$ cat config.mk
export PLATFORM = sky130hd
export DESIGN_NAME = rx_frame_sequencer_flat
export DESIGN_NICKNAME = d
export VERILOG_FILES = /design/src/rtl/rx_frame_sequencer_if.sv /design/src/rtl/rx_frame_sequencer.sv /design/src/flat_wrapper.sv
export SDC_FILE = /design/constraint.sdc
export NUM_CORES = 1
export LEC_CHECK = 0
export CAP_MARGIN = 25
export CELL_PAD_IN_SITES_DETAIL_PLACEMENT = 1
export CELL_PAD_IN_SITES_GLOBAL_PLACEMENT = 2
export CORE_ASPECT_RATIO = 1.25
export CORE_MARGIN = 4
export CORE_UTILIZATION = 26
export DETAILED_ROUTE_END_ITERATION = 10
export GPL_ROUTABILITY_DRIVEN = 0
export PLACE_DENSITY_LB_ADDON = 0.1
export REMOVE_ABC_BUFFERS = 1
export SLEW_MARGIN = 30
export SYNTH_ARGS = -nofsm -noshare
export SYNTH_HDL_FRONTEND = slang
export SYNTH_SLANG_ARGS = --single-unit
export TNS_END_PERCENT = 5
$ cat constraint.sdc
create_clock -name clk -period 1.7 [get_ports clk]
set_clock_uncertainty 0.2 [all_clocks]
set_input_delay 0.51 -clock clk [delete_from_list [all_inputs] [get_ports clk]]
set_output_delay 0.51 -clock clk [all_outputs]
set_load 0.01 [all_outputs]
$ cat src/rtl/rx_frame_sequencer_if.sv
// Bus bundle between the RX frame sequencer, the UART RX FIFO and the image buffer.
// The sequencer connects through the master modport; the FIFO/buffer side through slave.
interface rx_frame_sequencer_if #(
  parameter int ADDR_W = 12
);
  logic              empty;
  logic [7:0]        pop_data;
  logic              pop;
  logic              pix_ready;
  logic              pix_we;
  logic [ADDR_W-1:0] pix_addr;
  logic [23:0]       rgb_data;
  logic              frame_start;
  logic              frame_done;
  logic              frame_err;
  logic              busy;

  modport master (
    input  empty, pop_data, pix_ready,
    output pop, pix_we, pix_addr, rgb_data, frame_start, frame_done, frame_err, busy
  );

  modport slave (
    output empty, pop_data, pix_ready,
    input  pop, pix_we, pix_addr, rgb_data, frame_start, frame_done, frame_err, busy
  );
endinterface

$ cat src/rtl/rx_frame_sequencer.sv
// Drains the UART RX FIFO, locks onto SOF/EOF framing and writes 3-byte RGB pixels to the image buffer.
// Optional per-frame XOR checksum byte before EOF when RX_FRAME_CHECKSUM_EN is defined.
module rx_frame_sequencer #(
  parameter int         FRAME_PIXELS = 4096,
  parameter int         ADDR_W       = 12,
  parameter logic [7:0] SOF_BYTE     = 8'hA5,
  parameter logic [7:0] EOF_BYTE     = 8'h5A
) (
  input  logic                   clk,
  input  logic                   reset,
  rx_frame_sequencer_if.master   bus
);

  typedef enum logic [2:0] {
    S_HUNT,
    S_BYTES,
    S_WRITE,
`ifdef RX_FRAME_CHECKSUM_EN
    S_CHK,
`endif
    S_TAIL
  } state_t;

  // NOTE: one spare bit so the post-increment after the last pixel can never wrap to 0.
  localparam logic [ADDR_W:0] LAST_PIX = (ADDR_W+1)'(FRAME_PIXELS - 1);

  state_t          state_q;
  logic [1:0]      byte_cnt_q;
  logic [ADDR_W:0] pix_cnt_q;
  logic [7:0]      r_q;
  logic [7:0]      g_q;
  logic [23:0]     rgb_q;
  logic            start_q;
  logic            done_q;
  logic            err_q;
  logic            pop_d;
`ifdef RX_FRAME_CHECKSUM_EN
  logic [7:0]      chk_q;
`endif

  // NOTE: pop is combinational on empty so a fall-through byte is consumed in the cycle it is seen;
  // it is gated by reset so nothing is lost from the FIFO while reset is held.
  always_comb begin
    pop_d = 1'b0;
    if (!reset && !bus.empty && state_q != S_WRITE) pop_d = 1'b1;
  end

  always_ff @(posedge clk) begin
    if (reset) begin
      state_q    <= S_HUNT;
      byte_cnt_q <= '0;
      pix_cnt_q  <= '0;
      r_q        <= '0;
      g_q        <= '0;
      rgb_q      <= '0;
      start_q    <= 1'b0;
      done_q     <= 1'b0;
      err_q      <= 1'b0;
`ifdef RX_FRAME_CHECKSUM_EN
      chk_q      <= '0;
`endif
    end else begin
      start_q <= 1'b0;
      done_q  <= 1'b0;
      err_q   <= 1'b0;
      case (state_q)
        S_HUNT: begin
          if (pop_d && bus.pop_data == SOF_BYTE) begin
            start_q    <= 1'b1;
            pix_cnt_q  <= '0;
            byte_cnt_q <= '0;
`ifdef RX_FRAME_CHECKSUM_EN
            chk_q      <= '0;
`endif
            state_q    <= S_BYTES;
          end
        end
        S_BYTES: begin
          if (pop_d) begin
`ifdef RX_FRAME_CHECKSUM_EN
            chk_q <= chk_q ^ bus.pop_data;
`endif
            case (byte_cnt_q)
              2'd0: begin
                r_q        <= bus.pop_data;
                byte_cnt_q <= 2'd1;
              end
              2'd1: begin
                g_q        <= bus.pop_data;
                byte_cnt_q <= 2'd2;
              end
              default: begin
                rgb_q      <= {r_q, g_q, bus.pop_data};
                byte_cnt_q <= 2'd0;
                state_q    <= S_WRITE;
              end
            endcase
          end
        end
        S_WRITE: begin
          if (bus.pix_ready) begin
            pix_cnt_q <= pix_cnt_q + 1'b1;
            if (pix_cnt_q == LAST_PIX) begin
`ifdef RX_FRAME_CHECKSUM_EN
              state_q <= S_CHK;
`else
              state_q <= S_TAIL;
`endif
            end else begin
              state_q <= S_BYTES;
            end
          end
        end
`ifdef RX_FRAME_CHECKSUM_EN
        S_CHK: begin
          if (pop_d) begin
            if (bus.pop_data == chk_q) begin
              state_q <= S_TAIL;
            end else begin
              err_q   <= 1'b1;
              state_q <= S_HUNT;
            end
          end
        end
`endif
        S_TAIL: begin
          if (pop_d) begin
            if (bus.pop_data == EOF_BYTE) done_q <= 1'b1;
            else                          err_q  <= 1'b1;
            state_q <= S_HUNT;
          end
        end
        default: state_q <= S_HUNT;
      endcase
    end
  end

  assign bus.pop         = pop_d;
  assign bus.pix_we      = (state_q == S_WRITE);
  assign bus.pix_addr    = pix_cnt_q[ADDR_W-1:0];
  assign bus.rgb_data    = rgb_q;
  assign bus.frame_start = start_q;
  assign bus.frame_done  = done_q;
  assign bus.frame_err   = err_q;
  assign bus.busy        = (state_q != S_HUNT);

endmodule
$ cat src/flat_wrapper.sv
// flat-port wrapper written by rule: the top's interface ports become plain ports
module rx_frame_sequencer_flat 
#(
  parameter int         FRAME_PIXELS = 4096,
  parameter int         ADDR_W       = 12,
  parameter logic [7:0] SOF_BYTE     = 8'hA5,
  parameter logic [7:0] EOF_BYTE     = 8'h5A
)
  (clk, reset, bus_empty, bus_pop_data, bus_pix_ready, bus_pop, bus_pix_we, bus_pix_addr, bus_rgb_data, bus_frame_start, bus_frame_done, bus_frame_err, bus_busy);
  rx_frame_sequencer_if #(.ADDR_W(ADDR_W)) bus_i ();
  input  logic clk;
  input  logic reset;
  input wire logic [$bits(bus_i.empty)-1:0] bus_empty;
  input wire logic [$bits(bus_i.pop_data)-1:0] bus_pop_data;
  input wire logic [$bits(bus_i.pix_ready)-1:0] bus_pix_ready;
  output wire logic [$bits(bus_i.pop)-1:0] bus_pop;
  output wire logic [$bits(bus_i.pix_we)-1:0] bus_pix_we;
  output wire logic [$bits(bus_i.pix_addr)-1:0] bus_pix_addr;
  output wire logic [$bits(bus_i.rgb_data)-1:0] bus_rgb_data;
  output wire logic [$bits(bus_i.frame_start)-1:0] bus_frame_start;
  output wire logic [$bits(bus_i.frame_done)-1:0] bus_frame_done;
  output wire logic [$bits(bus_i.frame_err)-1:0] bus_frame_err;
  output wire logic [$bits(bus_i.busy)-1:0] bus_busy;
  assign bus_i.empty = bus_empty;
  assign bus_i.pop_data = bus_pop_data;
  assign bus_i.pix_ready = bus_pix_ready;
  assign bus_pop = bus_i.pop;
  assign bus_pix_we = bus_i.pix_we;
  assign bus_pix_addr = bus_i.pix_addr;
  assign bus_rgb_data = bus_i.rgb_data;
  assign bus_frame_start = bus_i.frame_start;
  assign bus_frame_done = bus_i.frame_done;
  assign bus_frame_err = bus_i.frame_err;
  assign bus_busy = bus_i.busy;
  rx_frame_sequencer #(.FRAME_PIXELS(FRAME_PIXELS), .ADDR_W(ADDR_W), .SOF_BYTE(SOF_BYTE), .EOF_BYTE(EOF_BYTE)) u_core (.clk(clk), .reset(reset), .bus(bus_i));
endmodule
# Word-level counts from Yosys, hierarchy flattened
# Cells that the tools add are included.
classes:
  add_sub_neg: 1
  n_eq_ne: 13
  n_reduce_logical: 19
  muxes: 18
  n_bitwise: 4
op_table:
  columns: ["op", "n"]
  rows:
  - ["two-way mux 13 bit", 2]
  - ["case mux 13 bit (2 select lines)", 1]
  - ["two-way mux 3 bit", 5]
  - ["AND reduction 3 bit", 5]
  - ["adder 13 x 1 -> 13 bit, second input constant", 1]
  - ["equality test 13 x 12 -> 1 bit, second input constant", 1]
  - ["case mux 3 bit (4 select lines)", 1]
  - ["equality test 8 x 7 -> 1 bit, second input constant", 1]
  - ["equality test 8 bit, second input constant", 1]
  - ["case mux 2 bit (2 select lines)", 2]
  - ["equality test 3 x 2 -> 1 bit, second input constant", 2]
  - ["two-way mux 2 bit", 3]
  - ["inequality test 2 x 1 -> 1 bit, second input constant", 3]
  - ["AND reduction 5 bit", 1]
  - ["two-way mux 1 bit", 4]
  - ["inequality test 2 bit, second input constant", 2]
  - ["inverter 1 bit", 4]
  - ["nonzero test 2 bit", 2]
  - ["OR reduction 2 bit", 2]
  - ["equality test 3 x 1 -> 1 bit, second input constant", 1]
  - ["logical AND 1 bit", 3]
  - ["logical NOT 3 bit", 1]
  - ["inequality test 3 x 2 -> 1 bit, second input constant", 1]
  - ["nonzero test 3 bit", 1]
  - ["4 further kinds", 5]
totals:
  wordCells: 64
  register_bits: 61
  out_inout_bits: 42

# Depth between registers and ports, before layout
depth:
  depth_word: 7
  ltp_mapped: 7

# Worst setup path after synthesis
# Ideal clock, no wire load.
synth_timing:
  path_kind: "input to output"
  from: "in reset"
  to: "out bus_pop"
  t_required_ps: 990
  stages: 3
  n_path_buf: 2
  setup_slack_ps: -176
  arrival_ps: 1166
  path_cell_list: "clkbuf_1 -> clkbuf_1 -> nor3_1"
synth_via:
  elab_chain_cells: 4
synth_lines:
  columns: ["element", "line_no", "text"]
  rows:
  - ["start, declared", "flat_wrapper.sv:12", "input logic reset;"]
  - ["logical NOT 1 bit", "rx_frame_sequencer.sv:45", "if (!reset && !bus.empty && state_q != S_WRITE) pop_d = 1'b1;"]
  - ["logical AND 1 bit (2 in series)", "rx_frame_sequencer.sv:45", null]
  - ["two-way mux 1 bit", "rx_frame_sequencer.sv:45", null]
  - ["end, declared", "flat_wrapper.sv:16", "output wire logic [$bits(bus_i.pop)-1:0] bus_pop;"]
# No other way between the ends.

# Worst setup path in the final report
layout_timing:
  from: "reg u_core.state_q[0]"
  to: "out bus_pop"
layout_via:
  elab_chain_cells: 3
layout_lines:
  columns: ["element", "line_no", "text"]
  rows:
  - ["start, declared", "rx_frame_sequencer.sv:27", "state_t state_q;"]
  - ["start signal, assigned", "rx_frame_sequencer.sv:50", "state_q <= S_HUNT;"]
  - ["start signal, assigned", "rx_frame_sequencer.sv:75", "state_q <= S_BYTES;"]
  - ["start signal, assigned", "rx_frame_sequencer.sv:95", "state_q <= S_WRITE;"]
  - ["inequality test 3 x 2 -> 1 bit", "rx_frame_sequencer.sv:45", null]
  - ["logical AND 1 bit", "rx_frame_sequencer.sv:45", null]
  - ["two-way mux 1 bit", "rx_frame_sequencer.sv:45", null]
# No other way between the ends.

==> impl_metrics.ini <==
[worst_setup_path]
required_ps = 990
crit_chain = nand2b_4, inv_4, nor3_4, buf_2
worst-path-buf-inv = 2
critPathLaunchType = register
slowest_delay_ps = 330
endpoint_kind = output pin
slowest_stage = dfxtp_2
crit_arrival_ps = 1100
worstPathMaxFanout = 2
path_delay_family = flip-flops
crit_type = reg2out

[drt]
first_pass_iters = 4
wl_um = 7710
num_vias = 2369
vias_per_cell = 4.59
drt_iter0_markers = 83
wl_per_cell_um = 14.9
remaining_drc_errors = 0
ant_nets = 0

[synth]
synth_seq_cells = 60
yosys.area_share.simple_pct = 24.1
synth-compound-area-share_pct = 11.8
yosys.cell_types.count = 39
synthCells = 293
postSynthAreaPerCell_um2 = 8.35
yosysWarningCount = 0
synth_xor_area_share_pct = 1.07
ys_seq_area_share_pct = 49.1
synthAdderAreaFrac_pct = 0.511
synth_edf_count = 0
synth_top_family_by_area = simple AND/OR/NAND/NOR gates
ys.flop_type = dfxtp_1
async_reset_ff_share_pct = 0
syn-cell-area_um2 = 2450
synth.mux.area_fraction_pct = 7.00

[global_routing]
grt_pass1_vias = 2507
grt_max_degree = 30
antenna_found_initial = 0
grt_usage_pct = 15.2
grt_pass1_wl_um = 12600
gr-total-overflow = 0

[layout]
drive_gt1_share_pct = 31.6
syn_to_final_growth_pct = 56.4
diodes = 0
final_net_count = 402
fin_area_um2 = 3830
mostFrequentLayoutCell = nand2_1
final_cell_mix = 63 x nand2_1, 51 x dfxtp_1, 44 x buf_4
fill_cells = 1117
post-route-util_pct = 41.7

[place]
dp_hpwl_um = 5610
place_ws_ps = -834
place_area_um2 = 3420
portBuffers = 53

[floorplanning]
die_w_um = 94.8
start_util_pct = 26.7
die_y_um = 116
core_area_um2 = 9170
die-area_um2 = 11000
ios = 54
rows = 39

[power]
leakage_uw = 0.00161
pwr-share-clk_pct = 53.8
vdd_ir_drop_max_mv = 0.611
p_sw_share_pct = 20.3
internal-power_uw = 2620
seqPwrFrac_pct = 42.7
p_switching_uw = 669
powerDensity_nw_per_um2 = 860
p_comb_share_pct = 3.5

[sta]
setup_violations = 8
min_period_ps = 1810
slew_headroom_pct = 76.9
slew_viol_final = 0
setup_ws_ps = -111
fmax_ghz = 0.552
hold_viol = 0
worstMarginPinSlew_ps = 346
rsz0062_at_grt = true
holdWs_ps = 250
fin_crit_sh_pct = 107
finalSetupTns_ps = -429

[clock_network]
cts_buffer_depth = 2
cts.sinks = 60
hold_buffers = 0
clkTransAtPathRegs_ps = 50
cts_buffers = 9
htree_levels = 3
cts-root-buf = clkbuf_16
cts_tree = built
clk_latency_ps = 330

[worst_hold_path]
worstHoldPathType = reg2reg

[run_status]
violations = negative setup slack
run_status = finished with violations

[flow_run]
maxCapViolations = 0
-- layout make-up --
type,instances,area (um^2),share of cell area [%]
clock buffer,13,250,6.54
clock inverter,2,35.0,0.915
inverter,5,21.3,0.556
multi-input combinational,204,1230,32.3
sequential,60,1210,31.7
tap,123,154,4.02
timing repair buffer,109,918,24.0
-- cells by family after synthesis --
group	count (synthesis)
DFF	60
buffers and inverters	29
and+or+nand+nor	130
xor gates and xnor gates	3
AOI/OAI and AO/OA	53
muxes	17
adders and majority gates	1
-- path summary, 6_finish.rpt --
| check | cells after the start | to | start | slack, ps |
|---|---|---|---|---|
| min | 2 | u_core.bus.rgb_data[21]$_SDFFE_PP0P_ | u_core.r_q[5]$_SDFFE_PP0P_ | 250 |
| max | 4 | bus_pop | u_core.state_q[0]$_SDFFE_PP0P_ | -110 |
| max reg2reg | 7 | u_core.pix_cnt_q[10]$_SDFFE_PP0P_ | u_core.pix_cnt_q[1]$_SDFFE_PP0P_ | -40 |
| min reg2reg | 2 | u_core.bus.rgb_data[21]$_SDFFE_PP0P_ | u_core.r_q[5]$_SDFFE_PP0P_ | 250 |
-- synthesized netlist by cell type, types with 3 or more instances --
cell	n	area, um^2
xnor2_1	3	26.3
dfxtp_1	60	1200
nor2_1	35	131
nand3_1	8	40.0
nand4_1	3	18.8
o21ai_0	4	20.0
inv_1	4	15.0
nand2_1	64	240
nor3_1	3	15.0
a21oi_1	41	205
buf_2	4	20.0
mux2i_1	16	160
clkbuf_1	7	26.3
buf_4	12	90.1
nand2b_1	3	18.8
-- through the flow --
step | total power [uW] | std cells
floorplan | 1450 | 269
global placement | 1550 | 498
detailed placement | 1550 | 498
CTS | 3340 | 515
global route | 3420 | 516
finish | 3290 | 516
-- power groups by stage --
stage	registers, uW	clock network, uW	logic, uW
2_1_floorplan	1440	0	15.6
3_3_place_gp	1440	0	116
3_5_place_dp	1440	0	116
4_1_cts	1410	1820	116
5_1_grt	1400	1890	126
6_report	1410	1770	115
-- registers in the layout (all words and copies together), names as in the netlist --
name,flops
u_core.pix_cnt_q,13
u_core.bus.rgb_data,24
u_core.g_q,8
u_core.bus.frame_err,1
u_core.state_q,2
u_core.byte_cnt_q,2
u_core.bus.frame_done,1
u_core.r_q,8
u_core.bus.frame_start,1
-- worst reg2reg max path, delay by kind of cell, from the launching register on --
family | cells | cell delay [ps]
simple gates | 3 | 390
compound gates | 1 | 270
buf+inv | 1 | 130
xor+xnor | 1 | 160
fa+ha+maj | 1 | 150
flops | 1 | 350
-- layer usage --
layer | share of wire (%) | routed length [um] | track usage, % | up-vias
met5 | 0 | 0 | 0 | -
met4 | 2.5 | 191 | 8.18 | 0
met3 | 3.0 | 235 | 3.03 | 13
met2 | 53 | 4070 | 26.6 | 44
met1 | 42 | 3200 | 17.3 | 1140
li1 | - | - | - | 1172
-- timing repair --
action,in CTS,in global routing
setup endpoints to repair,101,33
pin swaps,11,3
setup buffers,2,1
resized for setup,140,18
Note: power is estimated with default switching activity, not from simulation.
